$ cat src/rtl/control_unit.sv
// control_unit: combinational control decoder for the 8-bit accumulator CPU.
// Decodes the current FSM state, the instruction register and the zero flag
// into the next FSM state and every datapath strobe/select. The only storage
// is a sticky halt latch (halt_q).
//
// Ports:
//   clk          in   1  clock for the halt latch only
//   reset        in   1  synchronous, active-high reset
//   instr        in   8  instruction register: [7:5] opcode, [4] modifier, [3:0] operand
//   state        in   3  current FSM state
//   zf           in   1  zero flag
//   next_state   out  3  state to load on the next clk edge
//   pc_we        out  1  PC write enable
//   pc_sel       out  1  PC source: 0=PC+1, 1=jump target
//   pc_jmp_sel   out  1  jump mode: 0=absolute, 1=PC-relative
//   pc_offset    out  4  jump operand
//   addr_sel     out  1  memory address source: 0=PC, 1=addr_offset
//   addr_offset  out  4  data address
//   mem_sel      out  1  store data source: 0=A, 1=B
//   mem_we       out  1  memory write enable
//   alu_opcode   out  3  ALU operation
//   alu_sel_a    out  1  ALU A input: 0=A, 1=PC
//   alu_sel_b    out  1  ALU B input: 0=B, 1=zero-extended instr[3:0]
//   alu_we       out  1  ALU result register write enable
//   zf_we        out  1  zero flag write enable
//   ir_we        out  1  instruction register write enable
//   a_sel        out  1  A source: 0=ALU result, 1=memory data
//   a_we         out  1  A write enable
//   b_sel        out  1  B source: 0=ALU result, 1=memory data
//   b_we         out  1  B write enable
//   halt         out  1  processor halted
module control_unit (
   input  logic       clk,
   input  logic       reset,
   input  logic [7:0] instr,
   input  logic [2:0] state,
   input  logic       zf,
   output logic [2:0] next_state,
   output logic       pc_we,
   output logic       pc_sel,
   output logic       pc_jmp_sel,
   output logic [3:0] pc_offset,
   output logic       addr_sel,
   output logic [3:0] addr_offset,
   output logic       mem_sel,
   output logic       mem_we,
   output logic [2:0] alu_opcode,
   output logic       alu_sel_a,
   output logic       alu_sel_b,
   output logic       alu_we,
   output logic       zf_we,
   output logic       ir_we,
   output logic       a_sel,
   output logic       a_we,
   output logic       b_sel,
   output logic       b_we,
   output logic       halt
);

   localparam int unsigned STATE_W = 3;
   localparam int unsigned OP_W    = 3;
   localparam int unsigned OPND_W  = 4;

   typedef enum logic [STATE_W-1:0] {
      S_FETCH     = 3'b000,
      S_DECODE    = 3'b001,
      S_EXECUTE   = 3'b010,
      S_MEMORY    = 3'b011,
      S_WRITEBACK = 3'b100,
      S_HALT      = 3'b101
   } state_e;

   localparam logic [OP_W-1:0] OP_LDA  = 3'b000;
   localparam logic [OP_W-1:0] OP_LDB  = 3'b001;
   localparam logic [OP_W-1:0] OP_ST   = 3'b010;
   localparam logic [OP_W-1:0] OP_ALU  = 3'b011;
   localparam logic [OP_W-1:0] OP_ADDI = 3'b100;
   localparam logic [OP_W-1:0] OP_JMP  = 3'b101;
   localparam logic [OP_W-1:0] OP_JZ   = 3'b110;
   localparam logic [OP_W-1:0] OP_HLT  = 3'b111;

   logic [OP_W-1:0]   opcode;
   logic              modifier;
   logic [OPND_W-1:0] operand;
   logic              halt_d;
   logic              halt_q;

   assign opcode   = instr[7:5];
   assign modifier = instr[4];
   assign operand  = instr[3:0];

   // Next-state and strobe decode; every output starts idle
   always_comb begin : decode
      next_state  = S_FETCH;
      pc_we       = 1'b0;
      pc_sel      = 1'b0;
      pc_jmp_sel  = 1'b0;
      pc_offset   = '0;
      addr_sel    = 1'b0;
      addr_offset = '0;
      mem_sel     = 1'b0;
      mem_we      = 1'b0;
      alu_opcode  = '0;
      alu_sel_a   = 1'b0;
      alu_sel_b   = 1'b0;
      alu_we      = 1'b0;
      zf_we       = 1'b0;
      ir_we       = 1'b0;
      a_sel       = 1'b0;
      a_we        = 1'b0;
      b_sel       = 1'b0;
      b_we        = 1'b0;
      halt        = 1'b0;
      halt_d      = halt_q;

      if (reset) begin
         halt_d = 1'b0;
      end else begin
         case (state)
            S_FETCH: begin
               pc_we      = 1'b1;
               ir_we      = 1'b1;
               next_state = S_DECODE;
            end

            S_DECODE: begin
               next_state = (opcode == OP_HLT) ? S_HALT : S_EXECUTE;
            end

            S_EXECUTE: begin
               case (opcode)
                  OP_LDA, OP_LDB, OP_ST: begin
                     addr_sel    = 1'b1;
                     addr_offset = operand;
                     next_state  = S_MEMORY;
                  end
                  OP_ALU: begin
                     alu_opcode = instr[2:0];
                     alu_we     = 1'b1;
                     zf_we      = 1'b1;
                     next_state = S_WRITEBACK;
                  end
                  OP_ADDI: begin
                     alu_opcode = 3'b000;
                     alu_sel_b  = 1'b1;
                     alu_we     = 1'b1;
                     zf_we      = 1'b1;
                     next_state = S_WRITEBACK;
                  end
                  OP_JMP: begin
                     pc_we      = 1'b1;
                     pc_sel     = 1'b1;
                     pc_jmp_sel = modifier;
                     pc_offset  = operand;
                     next_state = S_FETCH;
                  end
                  OP_JZ: begin
                     // Not-taken branch simply falls through to the next fetch
                     if (zf) begin
                        pc_we      = 1'b1;
                        pc_sel     = 1'b1;
                        pc_jmp_sel = modifier;
                        pc_offset  = operand;
                     end
                     next_state = S_FETCH;
                  end
                  OP_HLT: begin
                     next_state = S_HALT;
                  end
                  default: begin
                     next_state = S_FETCH;
                  end
               endcase
            end

            S_MEMORY: begin
               // Data address stays on the bus for the whole access
               addr_sel    = 1'b1;
               addr_offset = operand;
               case (opcode)
                  OP_LDA: begin
                     a_sel = 1'b1;
                     a_we  = 1'b1;
                  end
                  OP_LDB: begin
                     b_sel = 1'b1;
                     b_we  = 1'b1;
                  end
                  OP_ST: begin
                     mem_sel = modifier;
                     mem_we  = 1'b1;
                  end
                  default: begin
                  end
               endcase
               next_state = S_FETCH;
            end

            S_WRITEBACK: begin
               a_sel      = 1'b0;
               a_we       = 1'b1;
               next_state = S_FETCH;
            end

            S_HALT: begin
               halt       = 1'b1;
               next_state = S_HALT;
            end

            default: begin
               next_state = S_FETCH;
            end
         endcase

         if (state == S_HALT) begin
            halt_d = 1'b1;
         end

         // Once latched, halt freezes all architectural writes until reset
         if (halt_q) begin
            halt       = 1'b1;
            pc_we      = 1'b0;
            ir_we      = 1'b0;
            mem_we     = 1'b0;
            alu_we     = 1'b0;
            zf_we      = 1'b0;
            a_we       = 1'b0;
            b_we       = 1'b0;
            next_state = S_HALT;
         end
      end
   end

   // Sticky halt latch
   always_ff @(posedge clk) begin : halt_reg
      if (reset) begin
         halt_q <= 1'b0;
      end else begin
         halt_q <= halt_d;
      end
   end

endmodule

$ cat config.mk
export PLATFORM = sky130hd
export DESIGN_NAME = control_unit
export DESIGN_NICKNAME = d
export VERILOG_FILES = /design/src/rtl/control_unit.sv
export SDC_FILE = /design/constraint.sdc
export NUM_CORES = 1
export LEC_CHECK = 0
export ABC_CLOCK_PERIOD_IN_PS = 2300
export CAP_MARGIN = 20
export CORE_AREA = 8 8 45 47
export DETAILED_ROUTE_END_ITERATION = 12
export DIE_AREA = 0 0 53 55
export DONT_BUFFER_PORTS = 1
export GPL_TIMING_DRIVEN = 1
export HOLD_SLACK_MARGIN = 0.1
export PLACE_DENSITY_LB_ADDON = 0.05
export SYNTH_ARGS = -nofsm -noshare
export SYNTH_HDL_FRONTEND = slang
export SYNTH_SLANG_ARGS = --single-unit
$ cat constraint.sdc
create_clock -name clk -period 2.3 [get_ports clk]
set_input_delay 0.345 -clock clk [delete_from_list [all_inputs] [get_ports clk]]
set_output_delay 0.345 -clock clk [all_outputs]
set_load 0.02 [all_outputs]
# Yosys cells after proc, flatten, opt, wreduce, memory -nomap -nowiden
# Index checks and enable logic that the tools add are counted.
dict set report word_totals {
  ff_bits 1
  out_inout_bits 30
}
dict set report op_classes {
  eq_ne 12
  reduce_logical 5
  n_mux 60
}
# operator count
set ops {}
lappend ops {{1-bit two-way mux} 40}
lappend ops {{3-bit one-hot mux with 4 select lines} 2}
lappend ops {{4-bit two-way mux} 5}
lappend ops {{3-bit equality test, second input constant} 6}
lappend ops {{3-bit two-way mux} 6}
lappend ops {{4-bit one-hot mux with 2 select lines} 2}
lappend ops {{3-bit by 2-bit equality test with 1-bit output, second input constant} 4}
lappend ops {{1-bit one-hot mux with 2 select lines} 5}
lappend ops {{3-bit by 1-bit equality test with 1-bit output, second input constant} 2}
lappend ops {{3-bit logical NOT} 2}
lappend ops {{2-bit OR reduction} 2}
lappend ops {{3-bit OR reduction} 1}

# Depth between registers and ports, before layout
# Gate-level depths: netlist of run 1.
dict set report logic_depth {
  depth_word 6
  mapped_depth 5
  mapped_depth_nobuf 3
}

# Worst setup path before layout of run 1
# No wires, ideal clock.
dict set report synth_timing {
  kind {input to output}
  from {input port state[1]}
  to {output port next_state[1]}
  required_ps 1955
  t_arrival_ps 1894
  setup_slack_ps 61
  path_stages 4
  path_buffers 1
  path_cell_list {clkbuf_2 and2b_1 nand2_1 a2111oi_0}
}
dict set report synth_between {
  elab_chain_len 4
  elab_cells_between_ends 7
  classes_between {3 x eq/ne; 3 x mux; 1 x reduce/logical}
}
# item line
set synth_rtl {}
lappend synth_rtl {{from (decl)} 36} ;# input logic [2:0] state,
lappend synth_rtl {{3-bit equality test, or another cell as far along} 119} ;# case (state)
lappend synth_rtl {{3-bit one-hot mux with 4 select lines (*)} 119}
lappend synth_rtl {{3-bit two-way mux (*)} 220} ;# if (halt_q) begin
lappend synth_rtl {{3-bit two-way mux (*)} 116} ;# if (reset) begin
lappend synth_rtl {{to (decl)} 38} ;# output logic [2:0] next_state,
# Every way passes the cells marked *; elsewhere a longest branch is shown, timed or not.

# Worst setup path in the final report of run 1
dict set report layout_timing {
  from {input port state[0]}
  to {output port pc_jmp_sel}
}
dict set report layout_between {
  elab_chain_len 3
}
# item line
set layout_rtl {}
lappend layout_rtl {{3-bit by 2-bit equality test with 1-bit output} 119}
lappend layout_rtl {{1-bit two-way mux} 119}
lappend layout_rtl {{1-bit two-way mux} 116}
lappend layout_rtl {{to (decl)} 41} ;# output logic pc_jmp_sel,
# Every way passes these cells.

==> results of run 1 <==
[per-stage QoR]
step                setup WS [ps]  utilization, %  area (um^2)  hold WS, ps
CTS                         437.4           35.17        486.7        420.9
global route                373.4           35.17        486.7        421.7
detailed placement          431.6           35.17        486.7        420.9
finish                      456.0           35.17        486.7        419.8
global placement            465.0           35.17        486.7        421.6
floorplan                   60.78               -        457.9        532.0
[kinds of logic (layout without fill, tap and decap cells)]
| logic type | Yosys count | in the layout | synth area share (%) |
|---|---|---|---|
| AO/OA/AOI/OAI | 14 | 14 | 24.59 |
| flip-flops | 1 | 1 | 4.372 |
| AND/OR/NAND/NOR | 42 | 42 | 53.00 |
| other | 1 | 1 | 0.8189 |
| buffers and inverters | 16 | 15 | 17.21 |
[per-layer routing]
| layer | part of all wire [%] | up-vias | global-route usage, % | wire length, um |
|---|---|---|---|---|
| met1 | 40 | 225 | 11.21 | 590 |
| li1 | - | 251 | - | - |
| met3 | 13 | 0 | 1.872 | 186 |
| met2 | 47 | 27 | 16.99 | 682 |
| met5 | 0 | - | 0 | 0 |
| met4 | 0 | 0 | 0 | 0 |
[synth_stat cells (2+ instances only)]
| library cell | n |
|---|---|
| nor4_1 | 4 |
| nand2_1 | 3 |
| nand3b_1 | 3 |
| inv_1 | 7 |
| a21oi_1 | 5 |
| clkbuf_1 | 3 |
| nor3_1 | 4 |
| buf_2 | 2 |
| a2111o_1 | 2 |
| buf_4 | 2 |
| nor2_1 | 12 |
| and2_1 | 7 |
[final cells by class]
| cell class | count | area [um^2] | share of cell area (%) |
|---|---|---|---|
| multi-input combinational | 57 | 360.3 | 74.04 |
| timing repair buffer | 8 | 60.06 | 12.34 |
| sequential | 1 | 20.02 | 4.113 |
| inverter | 7 | 26.28 | 5.398 |
| tap | 16 | 20.02 | 4.113 |
[path summary, 6_finish.rpt]
check | cells past startpoint | slack (ps) | to
setup / recovery | 3 | 460 | pc_jmp_sel
setup reg to reg | 2 | 1570 | halt_q
hold reg to reg | 2 | 660 | halt_q
hold / removal | 1 | 420 | halt_q
[power breakdown]
part	switching, mW	internal [mW]
registers	0.00203	0.0186
clock network	0	0
logic	0.0334	0.0189
==> metrics.txt, run 1 <==
status complete, no violations; synthesis-to-finish area growth 6.284%; Largest register FFs 1; antenna violations before repair 0; worst skew pair latency 0 ps; Core Footprint 1384 um^2; CP max FO 9; Non-Filler Instances 89; Largest Register halt_q; DR DRC count 0; Startpoint Class primary input; leading post-synthesis cells by cell area nor2_1 9.8%, and2_1 9.6%, inv_1 5.7%, a21oi_1 5.5%, nor4_1 5.5%; slowest CP cell or4b_4; first-pass GRT wire length 2201 um; Rows 14; layout cell share with drive strength beyond 1 13.70%; Final Cycle Share 80.18%; GR Overflow Total 0; Worst Hold Class primary input to flip-flop; starting density of the core 33.09%; post-synthesis cell area 457.9 um^2; Leak 0.2076 nW; max-slew violation count 0; relative slew slack 56.98%; fmax 542.3 MHz; Worst-Margin Slew 640.3 ps; CP Cell Sequence or4b_4, a211oi_4, and2_1; DR vias/cell 5.652; final net count 89; commonest non-fill, non-tap cell in the layout nor2_1; # diodes 0; syn avg cell area 6.188 um^2; synthesized netlist cell count 74; Filler cells 157; post-CTS resize count 0; EDFF count, synth 0; Setup Skew 0 ps; critical path's top delay family simple AND/OR/NAND/NOR gates; critical path class primary input to primary output; hpwl dp 1224 um; share of flip-flops with an asynchronous set or reset 0%; Worst Path Buf+Inv 0; port bufs 0; CP arrival 1500 ps; # Max-Cap Violations 0; Max IR drop VDD 0.00009997 V; drt total wl 1460 um; GP Congestion 0.7548; hold wc startpoint reset; setup TNS 0 ps; postcts setup bufs 0; worst path required time 1960 ps; biggest regs halt_q (1); Power, Total 72.93 uW; dpl cells 89; All-Layer GR Usage 9.170%; drt wl/cell 16.40 um; # IOs 44; RSZ-0062 raised after global routing no; DIE HEIGHT 55 um; DR vias 503; Pre-antenna DRT Iters 2; Clk pin slew, worst setup/hold paths 0 ps; Final Critical Period 1844 ps; Setup crit end kind primary output; endpoints failing setup 0; DIE AREA 2915 um^2; Routed Antenna Nets 0; top-area cell type share of the netlist area 9.836%; vias in the first global route 450; Final Hold Viols 0; count of different cell masters after synthesis 32; Synth area leader nor2_1; Syn Nets 88; power per cell area 149.8 nW/um^2; Die W 53 um; reg2reg start halt_q; post-synthesis sequential area ratio 4.372%; crit-path max cell delay 570 ps; crit path from state[0]; Primary FF master, synth dfxtp_1; Yosys Warn Count 0; pin count of the biggest net entering global routing 12; Post-CTS Hold Buffers 0; commonest non-fill, non-tap cells in the layout 12 x nor2_1, 8 x buf_4, 7 x and2_1, 7 x inv_1, 5 x a21oi_1; Seq cells post-synth 1; initial DRC count 3
(Power assumes the default switching activity.)
==> run 2, diff against run 1 <==
--- a/config.mk
+++ b/config.mk
@@ -5,7 +5,7 @@
 export SDC_FILE = /design/constraint.sdc
 export NUM_CORES = 1
 export LEC_CHECK = 0
-export ABC_CLOCK_PERIOD_IN_PS = 2300
+export ABC_CLOCK_PERIOD_IN_PS = 1600
 export CAP_MARGIN = 20
 export CORE_AREA = 8 8 45 47
 export DETAILED_ROUTE_END_ITERATION = 12
==> constraint.sdc (replaced) <==
create_clock -name clk -period 1.6 [get_ports clk]
set_input_delay 0.24 -clock clk [delete_from_list [all_inputs] [get_ports clk]]
set_output_delay 0.24 -clock clk [all_outputs]
set_load 0.02 [all_outputs]
==> run 2 against run 1 <==
Setup slack lost 410 ps. Register-to-register slack got worse by 750 ps. Sequential power increased by 33%. Cell count rose by 7.9%. Die area did not move. Clock skew unchanged. Wire length rose by 6.6%. Total power increased by 60%. Sequential share of layout area down 0.78 points. Combinational power rose by 71%. Critical path depth unchanged. Via count grew 3.4%.
==> metrics.txt, run 2 (synthesized netlist as in run 1, its figures left out) <==
Leak 0.2555 nW; max-slew violation count 0; postcts setup bufs 0; Non-Filler Instances 96; critical path's top delay family simple AND/OR/NAND/NOR gates; endpoints failing setup 0; slowest CP cell or4b_4; Power, Total 117.0 uW; vias in the first global route 502; drt wl/cell 16.22 um; Largest Register halt_q; setup TNS 0 ps; GR Overflow Total 0; post-CTS resize count 0; Setup Skew 0 ps; fmax 644.5 MHz; Startpoint Class primary input; Max IR drop VDD 0.0001523 V; synthesis-to-finish area growth 31.15%; crit-path max cell delay 540 ps; commonest non-fill, non-tap cells in the layout 14 x buf_4, 12 x nor2_1, 7 x inv_1; Filler cells 149; first-pass GRT wire length 2270 um; worst slack at placement 26.26 ps; final net count 96; final instance area 600.6 um^2; cell-internal power 61.45 uW; # diodes 0; commonest non-fill, non-tap cell in the layout buf_4; status complete, no violations; Worst Path Buf+Inv 0; hpwl dp 1283 um; worst path required time 1360 ps; GP Congestion 0.7335; Worst Hold Class primary input to flip-flop; net switching power 55.59 uW; Final Cycle Share 96.97%; Post-CTS Hold Buffers 0; R2R Setup Slk 820 ps; initial DRC count 3; # Max-Cap Violations 0; # IOs 44; Post-Place Cell Area 579.3 um^2; Setup crit end kind primary output; antenna violations before repair 0; pin count of the biggest net entering global routing 12; Core Footprint 1384 um^2; Die W 53 um; CP arrival 1310 ps; switch share 47.50%; layout cell share with drive strength beyond 1 33.75%; dpl cells 96; Routed Antenna Nets 0; Logic pwr share 76.4%; CP Cell Sequence or4b_4, a211oi_4, and2_4; power per cell area 194.9 nW/um^2; Final Critical Period 1552 ps; DR DRC count 0; DIE AREA 2915 um^2; starting density of the core 33.09%; DR vias 520; clock share of power 0%; Final Hold Viols 0; Clk pin slew, worst setup/hold paths 0 ps; DIE HEIGHT 55 um; critical path class primary input to primary output; port bufs 0; Pre-antenna DRT Iters 4; RSZ-0062 raised after global routing no; Rows 14; Reg power frac 23.6%; drt total wl 1557 um; biggest regs halt_q (1); crit path setup slack, layout 48.49 ps; All-Layer GR Usage 9.443%; CP max FO 9; Largest register FFs 1; worst skew pair latency 0 ps; DR vias/cell 5.417
run 2: changes by cell type in the layout (fill, tap and decap cells not counted):
cell,before,now
and2_1,7,2
nor4b_1,1,0
a21oi_4,0,1
and2_4,0,5
nor4b_2,0,1
nor4_1,4,1
buf_4,8,14
buf_12,0,1
nor4_2,0,3
a21oi_1,5,4
run 2: stage by stage:
step / hold WS, ps / utilization, %
6_report: 314.0 / 43.40
5_1_grt: 322.4 / 43.40
4_1_cts: 316.0 / 41.86
3_5_place_dp: 316.0 / 41.86
3_3_place_gp: 317.0 / 41.86
2_1_floorplan: 432.5 / -
run 2: metal layers:
metal | up-vias | part of all wire [%] | track usage, %
li1 | 265 | - | -
met1 | 228 | 40 | 10.61
met2 | 27 | 46 | 17.97
met3 | 0 | 15 | 2.941
met4 | 0 | 0 | 0
met5 | - | 0 | 0
run 2: final timing paths:
check           start            to  depth (start not counted)
min reg2reg    halt_q        halt_q                          3
max reg2reg    halt_q        halt_q                          3
max          state[0]  pc_offset[0]                          3
min             reset        halt_q                          1
run 2: cell type report:
type	instances	area (um^2)	area share [%]
inverter	7	26.28	4.375
multi-input combinational	57	409.1	68.12
sequential	1	20.02	3.333
tap	16	20.02	3.333
timing repair buffer	15	125.1	20.83
run 2: power by group through the flow:
stage	Clock [mW]	Combinational (mW)	Sequential, mW
finish	0	0.0894	0.0276
global placement	0	0.0869	0.0277
floorplan	0	0.0902	0.0270
global route	0	0.0973	0.0279
detailed placement	0	0.0870	0.0277
CTS	0	0.0873	0.0277
